## src/rtl/axil_arbiter_2to1.sv

```systemverilog
`default_nettype none
// ============================================================================
// Module      : axil_arbiter_2to1
// Description : Two-to-one AXI4-Lite arbiter. The write and read paths are
//               arbitrated independently and each holds its grant until its
//               response handshake. AXIL_ARB_FIXED_PRIO_EN selects fixed
//               priority (port 0 wins) instead of round-robin.
// Revision    : 1.0 - initial release
// ============================================================================
module axil_arbiter_2to1 #(
    parameter int ADDR_W = 12
) (
    input  logic              aclk,
    input  logic              areset,
    // upstream port 0
    input  logic              s0_awvalid_i,
    output logic              s0_awready_o,
    input  logic [ADDR_W-1:0] s0_awaddr_i,
    input  logic [2:0]        s0_awprot_i,
    input  logic              s0_wvalid_i,
    output logic              s0_wready_o,
    input  logic [31:0]       s0_wdata_i,
    input  logic [3:0]        s0_wstrb_i,
    output logic              s0_bvalid_o,
    input  logic              s0_bready_i,
    output logic [1:0]        s0_bresp_o,
    input  logic              s0_arvalid_i,
    output logic              s0_arready_o,
    input  logic [ADDR_W-1:0] s0_araddr_i,
    input  logic [2:0]        s0_arprot_i,
    output logic              s0_rvalid_o,
    input  logic              s0_rready_i,
    output logic [31:0]       s0_rdata_o,
    output logic [1:0]        s0_rresp_o,
    // upstream port 1
    input  logic              s1_awvalid_i,
    output logic              s1_awready_o,
    input  logic [ADDR_W-1:0] s1_awaddr_i,
    input  logic [2:0]        s1_awprot_i,
    input  logic              s1_wvalid_i,
    output logic              s1_wready_o,
    input  logic [31:0]       s1_wdata_i,
    input  logic [3:0]        s1_wstrb_i,
    output logic              s1_bvalid_o,
    input  logic              s1_bready_i,
    output logic [1:0]        s1_bresp_o,
    input  logic              s1_arvalid_i,
    output logic              s1_arready_o,
    input  logic [ADDR_W-1:0] s1_araddr_i,
    input  logic [2:0]        s1_arprot_i,
    output logic              s1_rvalid_o,
    input  logic              s1_rready_i,
    output logic [31:0]       s1_rdata_o,
    output logic [1:0]        s1_rresp_o,
    // downstream port
    output logic              m_awvalid_o,
    input  logic              m_awready_i,
    output logic [ADDR_W-1:0] m_awaddr_o,
    output logic [2:0]        m_awprot_o,
    output logic              m_wvalid_o,
    input  logic              m_wready_i,
    output logic [31:0]       m_wdata_o,
    output logic [3:0]        m_wstrb_o,
    input  logic              m_bvalid_i,
    output logic              m_bready_o,
    input  logic [1:0]        m_bresp_i,
    output logic              m_arvalid_o,
    input  logic              m_arready_i,
    output logic [ADDR_W-1:0] m_araddr_o,
    output logic [2:0]        m_arprot_o,
    input  logic              m_rvalid_i,
    output logic              m_rready_o,
    input  logic [31:0]       m_rdata_i,
    input  logic [1:0]        m_rresp_i
);

    typedef enum logic [1:0] {W_IDLE, W_ADDR, W_RESP} wstate_t;
    typedef enum logic [1:0] {R_IDLE, R_ADDR, R_DATA} rstate_t;

    wstate_t wstate_q;
    rstate_t rstate_q;
    logic    wg_q, rg_q, aw_done_q, w_done_q;
    logic    aw_done_d, w_done_d, w_pick, r_pick;
    logic    aw_hs, w_hs, b_hs, ar_hs, r_hs;

`ifdef AXIL_ARB_FIXED_PRIO_EN
    assign w_pick = ~s0_awvalid_i;
    assign r_pick = ~s0_arvalid_i;
`else
    logic    wlast_q, rlast_q;
    // On a tie the port that did not finish last wins.
    assign w_pick = (s0_awvalid_i & s1_awvalid_i) ? ~wlast_q : s1_awvalid_i;
    assign r_pick = (s0_arvalid_i & s1_arvalid_i) ? ~rlast_q : s1_arvalid_i;
`endif

    assign aw_hs     = m_awvalid_o & m_awready_i;
    assign w_hs      = m_wvalid_o & m_wready_i;
    assign b_hs      = m_bvalid_i & m_bready_o;
    assign ar_hs     = m_arvalid_o & m_arready_i;
    assign r_hs      = m_rvalid_i & m_rready_o;
    assign aw_done_d = aw_done_q | aw_hs;
    assign w_done_d  = w_done_q | w_hs;

    always_ff @(posedge aclk or posedge areset) begin
        if (areset) begin
            wstate_q  <= W_IDLE;
            rstate_q  <= R_IDLE;
            wg_q      <= 1'b0;
            rg_q      <= 1'b0;
            aw_done_q <= 1'b0;
            w_done_q  <= 1'b0;
`ifndef AXIL_ARB_FIXED_PRIO_EN
            wlast_q   <= 1'b1;
            rlast_q   <= 1'b1;
`endif
        end else begin
            case (wstate_q)
                W_IDLE: if (s0_awvalid_i | s1_awvalid_i) begin
                    wg_q     <= w_pick;
                    wstate_q <= W_ADDR;
                end
                W_ADDR: if (aw_done_d & w_done_d) begin
                    aw_done_q <= 1'b0;
                    w_done_q  <= 1'b0;
                    wstate_q  <= W_RESP;
                end else begin
                    aw_done_q <= aw_done_d;
                    w_done_q  <= w_done_d;
                end
                W_RESP: if (b_hs) begin
`ifndef AXIL_ARB_FIXED_PRIO_EN
                    wlast_q  <= wg_q;
`endif
                    wstate_q <= W_IDLE;
                end
                default: wstate_q <= W_IDLE;
            endcase
            case (rstate_q)
                R_IDLE: if (s0_arvalid_i | s1_arvalid_i) begin
                    rg_q     <= r_pick;
                    rstate_q <= R_ADDR;
                end
                R_ADDR: if (ar_hs) rstate_q <= R_DATA;
                R_DATA: if (r_hs) begin
`ifndef AXIL_ARB_FIXED_PRIO_EN
                    rlast_q  <= rg_q;
`endif
                    rstate_q <= R_IDLE;
                end
                default: rstate_q <= R_IDLE;
            endcase
        end
    end

    always_comb begin
        m_awvalid_o  = 1'b0;
        m_awaddr_o   = '0;
        m_awprot_o   = '0;
        m_wvalid_o   = 1'b0;
        m_wdata_o    = '0;
        m_wstrb_o    = '0;
        m_bready_o   = 1'b0;
        s0_awready_o = 1'b0;
        s1_awready_o = 1'b0;
        s0_wready_o  = 1'b0;
        s1_wready_o  = 1'b0;
        s0_bvalid_o  = 1'b0;
        s1_bvalid_o  = 1'b0;
        s0_bresp_o   = '0;
        s1_bresp_o   = '0;
        case (wstate_q)
            W_ADDR: begin
                m_awvalid_o  = (wg_q ? s1_awvalid_i : s0_awvalid_i) & ~aw_done_q;
                m_awaddr_o   = wg_q ? s1_awaddr_i : s0_awaddr_i;
                m_awprot_o   = wg_q ? s1_awprot_i : s0_awprot_i;
                m_wvalid_o   = (wg_q ? s1_wvalid_i : s0_wvalid_i) & ~w_done_q;
                m_wdata_o    = wg_q ? s1_wdata_i : s0_wdata_i;
                m_wstrb_o    = wg_q ? s1_wstrb_i : s0_wstrb_i;
                s0_awready_o = ~wg_q & m_awready_i & ~aw_done_q;
                s1_awready_o = wg_q & m_awready_i & ~aw_done_q;
                s0_wready_o  = ~wg_q & m_wready_i & ~w_done_q;
                s1_wready_o  = wg_q & m_wready_i & ~w_done_q;
            end
            W_RESP: begin
                m_bready_o  = wg_q ? s1_bready_i : s0_bready_i;
                s0_bvalid_o = ~wg_q & m_bvalid_i;
                s1_bvalid_o = wg_q & m_bvalid_i;
                s0_bresp_o  = wg_q ? 2'b00 : m_bresp_i;
                s1_bresp_o  = wg_q ? m_bresp_i : 2'b00;
            end
            default: ;
        endcase
    end

    always_comb begin
        m_arvalid_o  = 1'b0;
        m_araddr_o   = '0;
        m_arprot_o   = '0;
        m_rready_o   = 1'b0;
        s0_arready_o = 1'b0;
        s1_arready_o = 1'b0;
        s0_rvalid_o  = 1'b0;
        s1_rvalid_o  = 1'b0;
        s0_rdata_o   = '0;
        s1_rdata_o   = '0;
        s0_rresp_o   = '0;
        s1_rresp_o   = '0;
        case (rstate_q)
            R_ADDR: begin
                m_arvalid_o  = rg_q ? s1_arvalid_i : s0_arvalid_i;
                m_araddr_o   = rg_q ? s1_araddr_i : s0_araddr_i;
                m_arprot_o   = rg_q ? s1_arprot_i : s0_arprot_i;
                s0_arready_o = ~rg_q & m_arready_i;
                s1_arready_o = rg_q & m_arready_i;
            end
            R_DATA: begin
                m_rready_o  = rg_q ? s1_rready_i : s0_rready_i;
                s0_rvalid_o = ~rg_q & m_rvalid_i;
                s1_rvalid_o = rg_q & m_rvalid_i;
                s0_rdata_o  = rg_q ? 32'h0 : m_rdata_i;
                s1_rdata_o  = rg_q ? m_rdata_i : 32'h0;
                s0_rresp_o  = rg_q ? 2'b00 : m_rresp_i;
                s1_rresp_o  = rg_q ? m_rresp_i : 2'b00;
            end
            default: ;
        endcase
    end

endmodule
`default_nettype wire
```

## config.mk

```make
export PLATFORM = sky130hd
export DESIGN_NAME = axil_arbiter_2to1
export DESIGN_NICKNAME = d
export VERILOG_FILES = /design/src/rtl/axil_arbiter_2to1.sv
export SDC_FILE = /design/constraint.sdc
export NUM_CORES = 1
export LEC_CHECK = 0
export ABC_AREA = 1
export BUFFER_PORTS_ARGS = -buffer_cell sky130_fd_sc_hd__buf_2
export CAP_MARGIN = 20
export CORE_AREA = 2 2 132 134
export DETAILED_ROUTE_END_ITERATION = 8
export DIE_AREA = 0 0 134 136
export HOLD_SLACK_MARGIN = 0.05
export PLACE_DENSITY_LB_ADDON = 0.08
export SYNTH_ARGS = -nofsm -noshare
export SYNTH_HDL_FRONTEND = slang
export SYNTH_SLANG_ARGS = --single-unit
```

## constraint.sdc

```tcl
create_clock -name aclk -period 1.05 [get_ports aclk]
set_input_delay 0.105 -clock aclk [delete_from_list [all_inputs] [get_ports aclk]]
set_output_delay 0.105 -clock aclk [all_outputs]
set_load 0.01 [all_outputs]
```

==> reports/metrics.json <==
{
  "half_perimeter_wire_length_after_placement": {"value": 11100, "unit": "um"},
  "synth-async-reset-ratio": {"value": 100, "unit": "%"},
  "final_max_slew_viol_count": {"value": 0},
  "count_of_flip_flops_with_a_built_in_enable_after_synthesis": {"value": 0},
  "min_delay_worst_endpoint": {"value": "rstate_q[1]"},
  "finalInstanceArea": {"value": 5630, "unit": "sq um"},
  "synth_nets": {"value": 629},
  "post-route-worst-setup-slack": {"value": -0.447, "unit": "ns"},
  "power.static_leakage": {"value": 0.00320, "unit": "uW"},
  "yosys.area.top_type": {"value": "nand2_1"},
  "worst_setup_path_start_kind": {"value": "flop"},
  "gr-usage-all-layers": {"value": 13.5, "unit": "%"},
  "clock-skew-final": {"value": 0.000866, "unit": "ns"},
  "yosys.cell_types.count": {"value": 20},
  "number_of_global_route_vias_before_repair": {"value": 3910},
  "final-hold-violation-count": {"value": 0},
  "cp_data_required_time": {"value": 0.94, "unit": "ns"},
  "route.detailed.vias_per_inst": {"value": 4.03},
  "dr_total_vias": {"value": 4207},
  "synth.avg_cell_area": {"value": 4.75, "unit": "sq um"},
  "antenna_found_initial": {"value": 2},
  "reg_to_reg_endpoint": {"value": "wstate_q[0]"},
  "final_antenna_net_count": {"value": 0},
  "cts_inserted_buffers": {"value": 3},
  "grt_start_max_net_pins": {"value": 36},
  "detail_route.drc_violations": {"value": 0},
  "drive_gt1_share": {"value": 70.7, "unit": "%"},
  "finalHoldWorstSlack": {"value": 0.129, "unit": "ns"},
  "path_clk_slew": {"value": 0.04, "unit": "ns"},
  "worst_setup_path_end_kind": {"value": "output port"},
  "regToRegSetupSlack": {"value": -0.32, "unit": "ns"},
  "placed_cell_area": {"value": 4730, "unit": "sq um"},
  "path_cells": {"value": "inv_8 -> buf_6 -> nand2_1 -> a21oi_2 -> buf_2"},
  "clock_latency": {"value": 0.23, "unit": "ns"},
  "floorplan.initialDensity": {"value": 12.5, "unit": "%"},
  "synth-main-ff-cell": {"value": "dfrtp_1"},
  "synthMostInstantiatedCell": {"value": "nand2_1"},
  "critical-path-slowest-cell": {"value": "dfrtp_2"},
  "tritoncts": {"value": "done"},
  "synth_top_cells_by_count": {"value": "nand2_1 (170), nor2_1 (79), a21oi_1 (70)"},
  "die_x": {"value": 134, "unit": "um"},
  "final_cell_count_no_fill": {"value": 1043},
  "timing.final.setup_violations": {"value": 162},
  "core-area": {"value": 16900, "unit": "sq um"},
  "synth-seq-area-share": {"value": 12.0, "unit": "%"},
  "worstPathArrival": {"value": 1.39, "unit": "ns"},
  "finalCriticalPeriod": {"value": 1.50, "unit": "ns"},
  "drt-initial-drc-count": {"value": 101},
  "ctsRootBufferMaster": {"value": "clkbuf_16"},
  "fin_setup_tns": {"value": -60.56, "unit": "ns"},
  "die_area": {"value": 18200, "unit": "sq um"},
  "cts_max_level": {"value": 1},
  "drt-total-wl": {"value": 14300, "unit": "um"},
  "io_buffers": {"value": 337},
  "finish.net_count": {"value": 1004},
  "total_global_routing_overflow": {"value": 0},
  "ir_drop": {"value": 1.03, "unit": "mV"},
  "routedWlPerCell": {"value": 13.7, "unit": "um"},
  "total_power": {"value": 13200, "unit": "uW"},
  "cts-root-to-sink-buffers": {"value": 2},
  "max_clock_freq": {"value": 0.668, "unit": "GHz"},
  "netlist_instances": {"value": 444},
  "finalWeightedCongestion": {"value": 0.857},
  "grt_setup_unrepaired": {"value": "yes"},
  "postSynthRegisterBits": {"value": 10},
  "netlist_top_cells_area": {"value": "nand2_1 (30%), a21oi_1 (17%), nor2_1 (14%), dfrtp_1 (9.5%), inv_1 (8.9%)"},
  "global_route_wire_length_before_repair": {"value": 20200, "unit": "um"},
  "min_path_type": {"value": "in2reg"},
  "synthDominantCellAreaShare": {"value": 30.2, "unit": "%"},
  "dp.cells": {"value": 1012},
  "timing_worst_setup_path_type": {"value": "reg2out"},
  "run_status": {"value": "finished, violations left"},
  "worst_slew_pin_slew": {"value": 0.429, "unit": "ns"},
  "cts.sinks": {"value": 10},
  "number_of_ports_placed_on_the_die_boundary": {"value": 338},
  "drv_cap": {"value": 0},
  "cellPowerDensity": {"value": 2350, "unit": "nW/um^2"},
  "worst_path_largest_cell_delay": {"value": 0.48, "unit": "ns"},
  "worst-r2r-cell-count": {"value": 9},
  "fp-row-count": {"value": 48},
  "critical_register_to_register_path_startpoint": {"value": "wstate_q[1]"},
  "failing_checks": {"value": "setup timing"},
  "drt_first_pass_iters": {"value": 4},
  "worst_hold_startpoint": {"value": "m_arready_i"},
  "timing.max_slew.rel_slack": {"value": 71.4, "unit": "%"},
  "areaGrowthSynthToFinish": {"value": 167, "unit": "%"},
  "diode_insertion_count_for_antenna_repair": {"value": 0},
  "min_period_over_period": {"value": 143, "unit": "%"},
  "critical_path_peak_fanout": {"value": 11},
  "whs_path_depth": {"value": 3},
  "netlist_area": {"value": 2110, "unit": "sq um"},
  "fp.dieH": {"value": 136, "unit": "um"},
  "synthesis.yosys.warnings": {"value": 0}
}
critical path: cells and delay by family, from the launching register on:
kind	cells	cell delay (ns)
buffers and inverters	3	0.46
flip-flops	1	0.48
AO/OA/AOI/OAI	1	0.14
AND/OR/NAND/NOR	1	0.07
sequential cells by signal, indices dropped and copies added, names as in the netlist:
signal     count
aw_done_q      1
rlast_q        1
wstate_q       2
wlast_q        1
wg_q           1
rstate_q       2
rg_q           1
w_done_q       1
layout by cell type, fill, tap and decap left out, types with 2 or more instances in the layout:
master,synthesis,layout
buf_8,0,2
nor2_2,2,34
nor3_4,0,3
inv_2,4,3
nand2_4,0,10
a21oi_1,70,12
o21ai_2,0,3
buf_12,0,12
inv_1,50,47
nor2_4,2,19
buf_2,21,318
o21ai_0,3,2
dfrtp_2,0,3
nor3_2,0,7
dfrtp_1,8,5
nand2_1,170,135
o21ai_1,4,2
nor2_1,79,30
a21oi_4,1,7
dfstp_2,2,2
inv_4,0,3
buf_4,7,30
buf_6,1,29
clkbuf_16,0,7
nand2_2,2,27
a21oi_2,2,54
nand4_1,4,4
buf_16,0,2
report_power, final:
group          total [uW]  internal, uW  switching [uW]
registers             833           609             224
logic               11600          5370            6270
clock network         751           573             178
total               13200          6550            6680
cell families (layout without fill, tap and decap cells):
family          after synthesis  in the layout  synth area share, %
buf+inv                      83            457                 17.6
compound gates               80             80                 19.9
simple gates                271            271                 50.6
flops                        10             10                 12.0
metal layers:
| metal | up-vias | share of wire (%) | global-route usage [%] |
|---|---|---|---|
| met3 | 6 | 6.3 | 2.09 |
| met1 | 1936 | 39 | 15.6 |
| met2 | 154 | 54 | 26.8 |
| met5 | - | 0.084 | 0 |
| met4 | 2 | 0.37 | 1.18 |
| li1 | 2109 | - | - |
layout make-up:
cell class,count,area (sq um)
Sequential cell,10,256
Timing Repair Buffer,399,2610
Multi-Input combinational cell,351,2170
Inverter,54,218
Tap cell,225,282
Fill cell,1892,11200
Clock buffer,4,88.8
metrics by stage:
stage	util (%)	worst slack, ns
after floorplan	-	-0.0695
after global placement	28.0	-0.265
after detailed placement	28.0	-0.257
final	33.4	-0.447
after CTS	30.4	-0.449
after global routing	33.4	-0.507
what timing repair did:
| action | in CTS | in global routing |
|---|---|---|
| cloned | 3 | 7 |
| hold buffers | 1 | 0 |
| endpoints found under the setup margin | 162 | 162 |
| resized for setup | 41 | 78 |
| endpoints found under the hold margin | 8 | 0 |
| setup buffers | 7 | 10 |
| pin swaps | 3 | 24 |
how the worst max path moves through the flow:
| stage | from | endpoint | slack [ns] | cells after the start |
|---|---|---|---|---|
| 3_5_place_dp | wstate_q[1] | m_wdata_o[13] | -0.26 | 6 |
| 6_report | wg_q | m_wdata_o[0] | -0.45 | 5 |
| 5_1_grt | wg_q | m_wdata_o[13] | -0.51 | 5 |
| 4_1_cts | wg_q | m_wdata_o[13] | -0.45 | 5 |
| 2_1_floorplan | wg_q | m_awaddr_o[10] | -0.07 | 6 |
| 3_3_place_gp | wstate_q[1] | m_wdata_o[13] | -0.27 | 6 |
Power figures use the tool's default switching activity.
